--- src/rtl/complex_mult_pkg.sv ---
// Shared constants for the complex multiplier at its default operand width.
package complex_mult_pkg;
  localparam int W       = 8;
  localparam int PROD_W  = 2 * W;
  localparam int SUM_W   = 2 * W + 1;
  localparam int SAT_MAX = (2 ** (W - 1)) - 1;
  localparam int SAT_MIN = -(2 ** (W - 1));
endpackage

--- src/rtl/cmult_sat.sv ---
// Signed saturation from a wide sum down to the result width.
module cmult_sat #(
  parameter int IN_W  = complex_mult_pkg::SUM_W,
  parameter int OUT_W = complex_mult_pkg::W
) (
  input  logic signed [IN_W-1:0]  din,
  output logic signed [OUT_W-1:0] dout
);
  // Largest and smallest OUT_W values, sign-extended to IN_W bits.
  localparam logic signed [IN_W-1:0] MAX_V = {{(IN_W-OUT_W+1){1'b0}}, {(OUT_W-1){1'b1}}};
  localparam logic signed [IN_W-1:0] MIN_V = {{(IN_W-OUT_W+1){1'b1}}, {(OUT_W-1){1'b0}}};

  // Clamp out-of-range values, pass in-range values through unchanged.
  always_comb begin
    dout = din[OUT_W-1:0];
    if (din > MAX_V) begin
      dout = MAX_V[OUT_W-1:0];
    end else if (din < MIN_V) begin
      dout = MIN_V[OUT_W-1:0];
    end
  end
endmodule

--- src/rtl/complex_mult.sv ---
// Three-stage pipelined signed complex multiplier with saturated outputs.
module complex_mult #(
  parameter int W = complex_mult_pkg::W
) (
  input  logic                clk,
  input  logic                rst,
  input  logic signed [W-1:0] a1,
  input  logic signed [W-1:0] b1,
  input  logic signed [W-1:0] a2,
  input  logic signed [W-1:0] b2,
  output logic signed [W-1:0] res_re,
  output logic signed [W-1:0] res_im
);
  localparam int PROD_W = 2 * W;
  localparam int SUM_W  = 2 * W + 1;

  logic signed [W-1:0]      a1_q, b1_q, a2_q, b2_q;
  logic signed [W-1:0]      a1_d, b1_d, a2_d, b2_d;
  logic signed [PROD_W-1:0] p_aa_q, p_bb_q, p_ab_q, p_ba_q;
  logic signed [PROD_W-1:0] p_aa_d, p_bb_d, p_ab_d, p_ba_d;
  logic signed [SUM_W-1:0]  sum_re, sum_im;
  logic signed [W-1:0]      sat_re, sat_im;
  logic signed [W-1:0]      res_re_q, res_im_q;
  logic signed [W-1:0]      res_re_d, res_im_d;

  // Stage 1 next-state: capture operands as presented.
  always_comb begin
    a1_d = a1;
    b1_d = b1;
    a2_d = a2;
    b2_d = b2;
  end

  // Stage 2 next-state: four full-precision signed products.
  always_comb begin
    p_aa_d = a1_q * a2_q;
    p_bb_d = b1_q * b2_q;
    p_ab_d = a1_q * b2_q;
    p_ba_d = b1_q * a2_q;
  end

  // Sign-extend products before combining so the sum cannot overflow.
  always_comb begin
    sum_re = SUM_W'(p_aa_q) - SUM_W'(p_bb_q);
    sum_im = SUM_W'(p_ab_q) + SUM_W'(p_ba_q);
  end

  cmult_sat #(.IN_W(SUM_W), .OUT_W(W)) u_sat_re (.din(sum_re), .dout(sat_re));
  cmult_sat #(.IN_W(SUM_W), .OUT_W(W)) u_sat_im (.din(sum_im), .dout(sat_im));

  // Stage 3 next-state: saturated results.
  always_comb begin
    res_re_d = sat_re;
    res_im_d = sat_im;
  end

  // All pipeline registers; reset clears every stage so nothing in flight survives.
  always_ff @(posedge clk or posedge rst) begin
    if (rst) begin
      a1_q     <= '0;
      b1_q     <= '0;
      a2_q     <= '0;
      b2_q     <= '0;
      p_aa_q   <= '0;
      p_bb_q   <= '0;
      p_ab_q   <= '0;
      p_ba_q   <= '0;
      res_re_q <= '0;
      res_im_q <= '0;
    end else begin
      a1_q     <= a1_d;
      b1_q     <= b1_d;
      a2_q     <= a2_d;
      b2_q     <= b2_d;
      p_aa_q   <= p_aa_d;
      p_bb_q   <= p_bb_d;
      p_ab_q   <= p_ab_d;
      p_ba_q   <= p_ba_d;
      res_re_q <= res_re_d;
      res_im_q <= res_im_d;
    end
  end

  assign res_re = res_re_q;
  assign res_im = res_im_q;
endmodule

--- config.mk ---
export PLATFORM = sky130hd
export DESIGN_NAME = complex_mult
export DESIGN_NICKNAME = d
export VERILOG_FILES = /design/src/rtl/complex_mult_pkg.sv /design/src/rtl/cmult_sat.sv /design/src/rtl/complex_mult.sv
export SDC_FILE = /design/constraint.sdc
export NUM_CORES = 1
export LEC_CHECK = 0
export BUFFER_PORTS_ARGS = -buffer_cell sky130_fd_sc_hd__buf_4
export CORE_MARGIN = 4
export CORE_UTILIZATION = 50
export CTS_CLUSTER_DIAMETER = 40
export DETAILED_ROUTE_END_ITERATION = 16
export HOLD_SLACK_MARGIN = 0.15
export PLACE_DENSITY = 0.68
export SLEW_MARGIN = 20
export SYNTH_ARGS = -nofsm -noshare
export SYNTH_HDL_FRONTEND = slang
export SYNTH_SLANG_ARGS = --single-unit
--- constraint.sdc ---
create_clock -name clk -period 6 [get_ports clk]
set_clock_uncertainty 0.15 [all_clocks]
set_input_delay 0.6 -clock clk [delete_from_list [all_inputs] [get_ports clk]]
set_output_delay 0.6 -clock clk [all_outputs]
set_load 0.01 [all_outputs]
[After elaboration in Yosys (flattened, before gate mapping)]
Index checks and enable logic that the tools add are counted.
Operators by class
  add/sub/neg operators: 2
  $mul: 4
  $lt $le $gt $ge: 4
  muxes and demuxes: 4
Operator list (count)
  $mul A8 B8 Y16: 4
  $gt A17 B8 Y1 const B: 2
  $lt A17 B8 Y1 const B: 2
  $mux W8: 4
  $add A16 B16 Y17: 1
  $sub A16 B16 Y17: 1
Word-level totals
  bits in registers: 112
  bits of input ports: 34
  word-level logic and storage cells: 24

[Logic depth before layout (Yosys ltp)]
Gate-level depths: netlist of the first run.
  depth after elaboration: 4
  depth in mapped cells: 19
  gate-level depth less buffers: 18

[Hierarchy]
Synthesis of the first run repeated with hierarchy kept, for this count alone.
Second synthesis, totals
  cell total of the unflattened synthesis: 1566
  area, all modules: 14979.4 sq um
By module, submodules not included
  complex_mult: instances 1, cells each 1504, area each 14473.9 sq um
  cmult_sat: instances 2, cells each 31, area each 252.7 sq um

[Worst setup path before layout of the first run]
Ideal clock, no wire load.
  path kind: reg-to-reg
  from: register a2_q[7]
  to: register p_ba_q[14]
  arrival time: 4.396 ns
  required time: 5.770 ns
  path slack: 1.374 ns
  cell stages (with the launch flop): 18
  period minus slack after synthesis: 4.626 ns
  cells stage by stage: dfrtp_1 -> inv_1 -> buf_1 -> nor2_1 -> fa_1 -> fa_1 -> fa_1 -> inv_1 -> fa_1 -> inv_1 -> ha_1 -> inv_1 -> o21bai_1 -> a21oi_1 -> o21ai_0 -> a21o_1 -> a21oi_1 -> xnor2_1
Between the ends
  cells in the longest elaborated chain, start to end: 1
RTL lines
  from (decl): line complex_mult.sv:17  | logic signed [W-1:0] a1_q, b1_q, a2_q, b2_q;
  from (signal assigned): line complex_mult.sv:62  | a2_q <= '0;
  from (signal assigned): line complex_mult.sv:73  | a2_q <= a2_d;
  $mul A8 B8 Y16: line complex_mult.sv:39  | p_ba_d = b1_q * a2_q;
  via p_ba_d[14]: line complex_mult.sv:20  | logic signed [PROD_W-1:0] p_aa_d, p_bb_d, p_ab_d, p_ba_d;
  to (signal assigned): line complex_mult.sv:78  | p_ba_q <= p_ba_d;
  to (decl): line complex_mult.sv:19  | logic signed [PROD_W-1:0] p_aa_q, p_bb_q, p_ab_q, p_ba_q;
The timed path passes the listed nets, and every way through them passes these cells.

[Worst setup path after layout of the first run]
  from: register b1_q[2]
  to: register p_ba_q[14]
Between the ends
  cells in the longest elaborated chain, start to end: 1
RTL lines
  from (decl): line complex_mult.sv:17
  from (signal assigned): line complex_mult.sv:61  | b1_q <= '0;
  from (signal assigned): line complex_mult.sv:72  | b1_q <= b1_d;
  $mul A8 B8 Y16: line complex_mult.sv:39
  via p_ba_d[14]: line complex_mult.sv:20
The timed path passes the listed nets, and every way through them passes these cells.

==> impl_metrics.ini, run 1 <==
[outcome]
status = finished clean

[die]
fp.coreArea_um2 = 28780
start_util_pct = 50.76
die_h_um = 178.9
row_count = 62
dieArea_um2 = 32020
ios = 50
dieWidth_um = 178.9

[cts]
post-cts-setup-buffer-count = 0
tritoncts = done
cts_buffers = 9
clock-root-buffer = clkbuf_16
cts_max_level = 3
cts_hold_buf = 0
clk_path_buf_depth = 2
clock_latency_ns = 0.37
path_clk_slew_ns = 0.08
postCtsResizedCells = 0
cts.sinks = 112

[run]
max_cap_violations = 0

[critical_path]
crit_path_start_kind = flop
r2r_setup_slack_ns = 0.91
crit_type = flop to flop
cp-end-kind = flop
crit_required_ns = 6.13
arrival_ns = 5.23
worstPathMaxFanout = 16

[final_layout]
drive_gt1_share_pct = 5.304
final_core_util_pct = 54.24
multi_input_area_um2 = 10360
fill_cells = 2582
layout.nets = 1945
antennaDiodeCount = 0
register_area_um2 = 2803
area_delta_synth_final_pct = 6.860

[synth]
synth_fa_ha_area_share_pct = 43.10
synth_seq_cells = 112
ys.warnings.count = 0
syn_area_um2 = 14610
synth_ff_type = dfrtp_1
ys_seq_area_share_pct = 19.18
syn-num-nets = 1921
synth_area_per_cell_um2 = 9.630
postSynthCellCount = 1517
synth_mux_area_share_pct = 0.3597
synth-simple-area-share_pct = 14.47
synth_edf_count = 0
ys_types = 64
synth_compound_area_share_pct = 7.708
synthXorXnorAreaFrac_pct = 5.267
synthArstFlopShare_pct = 100.0
synth_top_family_by_area = adder cells

[routing]
drc = 0
num_vias = 9832
drt_iter0_drc = 596
via_per_inst = 5.094
ant_nets = 0
firstDrtPassIters = 8
wl_per_cell_um = 14.70
drt_wl_total_mm = 28.37

[global_routing]
grt_pass1_wl_mm = 50.15
grt_max_degree = 58
grt_usage_pct = 19.49
grt_pass1_vias = 10160
antenna_found_initial = 0
overflow = 0

[timing]
setup_viol = 0
tightest_slew_ns = 0.7692
finalHoldViolCount = 0
timing.fmax_mhz = 196.3
finalCritPeriodShare_pct = 84.91
drv_slew = 0
whs_ns = 0.1841
slew_headroom_pct = 48.72
min_period_ns = 5.095
rsz0062_at_grt = no
finalSetupTns_ns = 0

[power_and_ir_drop]
power_frac_seq_pct = 16.5
powerDensity_nw_per_um2 = 463.7
p_comb_share_pct = 74.9
ir_worst_vdd_uv = 248.7
switching_share_pct = 48.42
power.share.clock_pct = 8.6
p_int_uw = 3734
p_sw_uw = 3505
power.leakage_uw = 0.007842

[placement]
port-buffer-count = 49
gp_congestion = 0.8165
post-dp-hpwl_mm = 22.05

[min_path]
hold_class = input pin to flop
power groups by stage:
stage | clock network, uW | registers [uW] | logic (uW)
after floorplan | 0 | 1160 | 4360
after global placement | 0 | 1200 | 5290
after detailed placement | 0 | 1210 | 5430
after CTS | 641 | 1200 | 5470
after global routing | 667 | 1220 | 6220
final | 621 | 1190 | 5420
cell type report:
type	instances	share of cell area, %
clock buffer	9	1.443
clock inverter	7	0.4649
inverter	345	8.311
multi-input combinational	1023	66.35
sequential	112	17.95
tap	384	3.078
timing repair buffer	50	2.404
through the flow:
stage	cell area, um2	setup slack [ns]	instances	total power (uW)
floorplan	14610	1.374	1517	5515
global placement	15310	1.089	1914	6495
detailed placement	15310	1.014	1914	6641
CTS	15610	0.9525	1930	7308
global route	15610	0.6755	1930	8106
finish	15610	0.9052	1930	7239
cells in the final DEF, fill, tap and decap left out, drive strengths merged, types with 6 or more instances in the layout:
master and count:
clkbuf 9, nor2b 27, xnor2 72, dfrtp 112, a21oi 46, and2 169
nor3 17, nor2 49, nand3 10, xor2 15, o21a 6, nand2 91
inv 348, nand2b 13, buf 50, a21o 19, o211ai 9, o21ai 34
ha 148, fa 222
flip-flops by register name, indices dropped and copies added (netlist names):
signal  flops
b2_q        8
p_bb_q     16
p_ba_q     16
res_re      8
b1_q        8
a2_q        8
p_ab_q     16
a1_q        8
p_aa_q     16
res_im      8
synthesized netlist by cell type, types with 4 or more instances:
| cell | n | area [um2] |
|---|---|---|
| o211ai_1 | 9 | 67.56 |
| nor3_1 | 17 | 85.08 |
| dfrtp_1 | 112 | 2803 |
| o21ai_0 | 21 | 105.1 |
| a31oi_1 | 5 | 31.28 |
| clkbuf_1 | 31 | 116.4 |
| ha_1 | 148 | 1852 |
| nand2_1 | 91 | 341.6 |
| nand2b_1 | 13 | 81.33 |
| o21bai_1 | 5 | 37.54 |
| inv_1 | 345 | 1295 |
| xnor2_1 | 71 | 621.9 |
| nor2_1 | 49 | 183.9 |
| a21o_1 | 19 | 142.6 |
| nor4_1 | 4 | 25.02 |
| xor2_1 | 15 | 131.4 |
| a41oi_1 | 5 | 43.79 |
| a211oi_1 | 5 | 37.54 |
| fa_1 | 222 | 4444 |
| nor2b_1 | 27 | 168.9 |
| o21a_1 | 6 | 45.04 |
| o21ai_1 | 13 | 65.06 |
| and2_1 | 169 | 1057 |
| a21oi_1 | 45 | 225.2 |
| nand3_1 | 10 | 50.05 |
metal layers:
layer | global-route usage [%] | routed length [um] | vias up
li1 | - | - | 4695
met1 | 29.98 | 13740 | 4870
met2 | 30.30 | 12750 | 251
met3 | 2.425 | 1633 | 16
met4 | 3.006 | 244 | 0
met5 | 0 | 0 | -
kinds of logic (layout without fill, tap and decap cells):
logic type | count (synthesis) | count (layout)
AND/OR/NAND/NOR | 397 | 397
buffers and inverters | 382 | 411
adder cells (fa/ha/maj) | 370 | 370
AO/OA/AOI/OAI | 164 | 164
flip-flops | 112 | 112
XOR/XNOR | 87 | 87
multiplexers | 5 | 5
worst max-delay path, cell delays in order, from the launching register on:
cell and delay (ns):
dfrtp_1 0.81, nand2_1 0.17, fa_1 0.46, fa_1 0.56
fa_1 0.43, fa_1 0.54, inv_1 0.04, ha_1 0.32
a21o_1 0.17, a21oi_1 0.23, o21bai_1 0.10, a21oi_1 0.29
o21ai_0 0.23, a21o_1 0.21, a21oi_1 0.16, xnor2_1 0.13
final timing paths:
path | endpoint | start | cells after the start
max | p_ba_q[14] | b1_q[2] | 15
min | a2_q[3] | a2[3] | 1
max reg2reg | p_ba_q[14] | b1_q[2] | 15
min reg2reg | res_re[0] | p_bb_q[0] | 2
max in group asynchronous | b2_q[4] | rst | 3
min in group asynchronous | a2_q[0] | rst | 2
No activity file was read; power rests on OpenSTA's default activity.
==> inputs of run 2 (changes only) <==
Clock period 6 ns to 4.7 ns, I/O delays scaled along.
==> run 2 against run 1 <==
Net effect:
- die area is the same
- core utilization grew 3.8 points
- wire length grew 7.8%
- final cell count grew 5.5%
- count of clock-buffer cells in the layout grew 1
- non-clock buffer count grew 107
- via count grew 4.9%
- maximum frequency grew 12%
- combinational power grew 38%
- global-route usage grew 0.71 points
- largest power group unchanged
==> impl_metrics.ini, run 2 (synthesis results as in run 1) <==
[outcome]
status = finished clean

[timing]
min_period_ns = 4.563
timing.fmax_mhz = 219.1
slew_headroom_pct = 38.84
finalHoldViolCount = 0
finalCritPeriodShare_pct = 97.09
setup_ws_ns = 0.1368
setup_viol = 0
tightest_slew_ns = 0.9174
drv_slew = 0
finalSetupTns_ns = 0

[routing]
drc = 0
num_vias = 10320
met3_length_mm = 1.591
firstDrtPassIters = 7
met2_length_mm = 13.85
wl_per_cell_um = 15.01
highest_layer = met4
ant_nets = 0
via_per_inst = 5.064
drt_wl_total_mm = 30.58
wl_met1_mm = 14.83
drt_iter0_drc = 556

[cts]
clk_path_buf_depth = 2
clock_latency_ns = 0.37
cts.sinks = 112
path_clk_slew_ns = 0.09
cts_max_level = 3
tritoncts = done
cts_buffers = 9
clock-root-buffer = clkbuf_16

[final_layout]
antennaDiodeCount = 0
area_delta_synth_final_pct = 14.41
final_cells = 2037
final_cell_mix = inv_1 (343), fa_1 (221), and2_1 (169), ha_1 (145), buf_4 (113)
drive_gt1_share_pct = 12.10
final_common_cell = inv_1
final_core_util_pct = 58.08
layout.nets = 2052

[critical_path]
cp-end-kind = flop
worstPathMaxFanout = 6
crit_type = flop to flop
crit_path_start_kind = flop
arrival_ns = 4.70
crit_required_ns = 4.83

[run]
max_cap_violations = 0

[die]
die_h_um = 178.9
fp.coreArea_um2 = 28780
ios = 50
dieArea_um2 = 32020
start_util_pct = 50.76
row_count = 62
dieWidth_um = 178.9

[global_routing]
overflow = 0
grt_max_degree = 73
grt_pass1_vias = 10490
grt_usage_pct = 20.20
grt_pass1_wl_mm = 51.66
antenna_found_initial = 0

[placement]
post-dp-hpwl_mm = 24.10
gp_congestion = 0.8540
port-buffer-count = 49
post-place-ws_ns = -0.1682
placed_cells = 1974

[power_and_ir_drop]
total_power_uw = 9790
ir_worst_vdd_uv = 292.8
powerDensity_nw_per_um2 = 585.7
power.leakage_uw = 0.008364

[min_path]
hold_class = input pin to asynchronous set/reset pin
-- run 2: cell types whose count changed in the layout (fill, tap and decap cells not counted), moves of 3 or more --
| cell | before | now |
|---|---|---|
| dfrtp_2 | 0 | 21 |
| a21oi_1 | 45 | 37 |
| buf_12 | 0 | 7 |
| dfrtp_1 | 112 | 91 |
| ha_1 | 148 | 145 |
| a41oi_2 | 0 | 4 |
| o21ai_1 | 13 | 18 |
| dlygate4sd3_1 | 0 | 32 |
| a21oi_2 | 1 | 9 |
| a41oi_1 | 5 | 1 |
| o21ai_0 | 21 | 15 |
| buf_4 | 50 | 113 |
-- run 2: path summary, 6_finish.rpt --
path	startpoint	endpoint	slack, ns	depth (start not counted)
setup / recovery	b2_q[2]	p_bb_q[13]	0.14	15
hold / removal	rst	a2_q[2]	0.14	2
setup reg to reg	b2_q[2]	p_bb_q[13]	0.14	15
hold reg to reg	p_bb_q[0]	res_re[0]	0.39	2
max in group asynchronous	rst	b1_q[1]	3.20	3
min in group clk	p_bb_q[0]	res_re[0]	0.39	2
-- run 2: critical path, cell delays in order, from the launching register on --
cell	delay (ns)
dfrtp_2	0.48
buf_4	0.18
nand2_2	0.10
inv_1	0.08
fa_2	0.64
inv_1	0.13
fa_1	0.57
fa_1	0.44
fa_1	0.49
inv_1	0.05
ha_1	0.35
nand3_1	0.12
nand2_1	0.08
a41oi_2	0.24
nor2b_1	0.20
xnor2_1	0.15
-- run 2: metal layers --
metal / up-vias / GRT usage (%)
met5: - / 0
met4: 0 / 3.486
met3: 20 / 2.573
met2: 240 / 31.78
met1: 5146 / 30.56
li1: 4910 / -
-- run 2: final cells by class --
class                      count  area, um2
clock buffer                  10      239.0
timing repair buffer         157       1344
fill                        2497      12070
sequential                   112       2829
tap                          384      480.5
inverter                     345       1297
multi-input combinational   1023      10460
clock inverter                 6      65.06
-- run 2: timing repair --
item                                    4_1_cts  5_1_grt
gates resized for setup                      13       39
endpoints found under the setup margin        7       16
buffers inserted                              0       15
pin swaps                                     0       10
hold endpoints to repair                     32        0
hold buffers                                 32        0
-- run 2: report_power, final --
| part | leakage [uW] | total [uW] | switching, uW | internal (uW) |
|---|---|---|---|---|
| Combinational | 0.00694 | 7470 | 4110 | 3370 |
| Sequential | 0.00127 | 1490 | 145 | 1350 |
| Clock | 0.000151 | 823 | 429 | 394 |
-- run 2: stage by stage --
step / instance area [um2] / hold WS (ns)
after floorplan: 14610 / 0.3514
after global placement: 15800 / 0.3963
after detailed placement: 15800 / 0.3912
after CTS: 16450 / 0.1837
after global routing: 16710 / 0.2331
final: 16710 / 0.1427
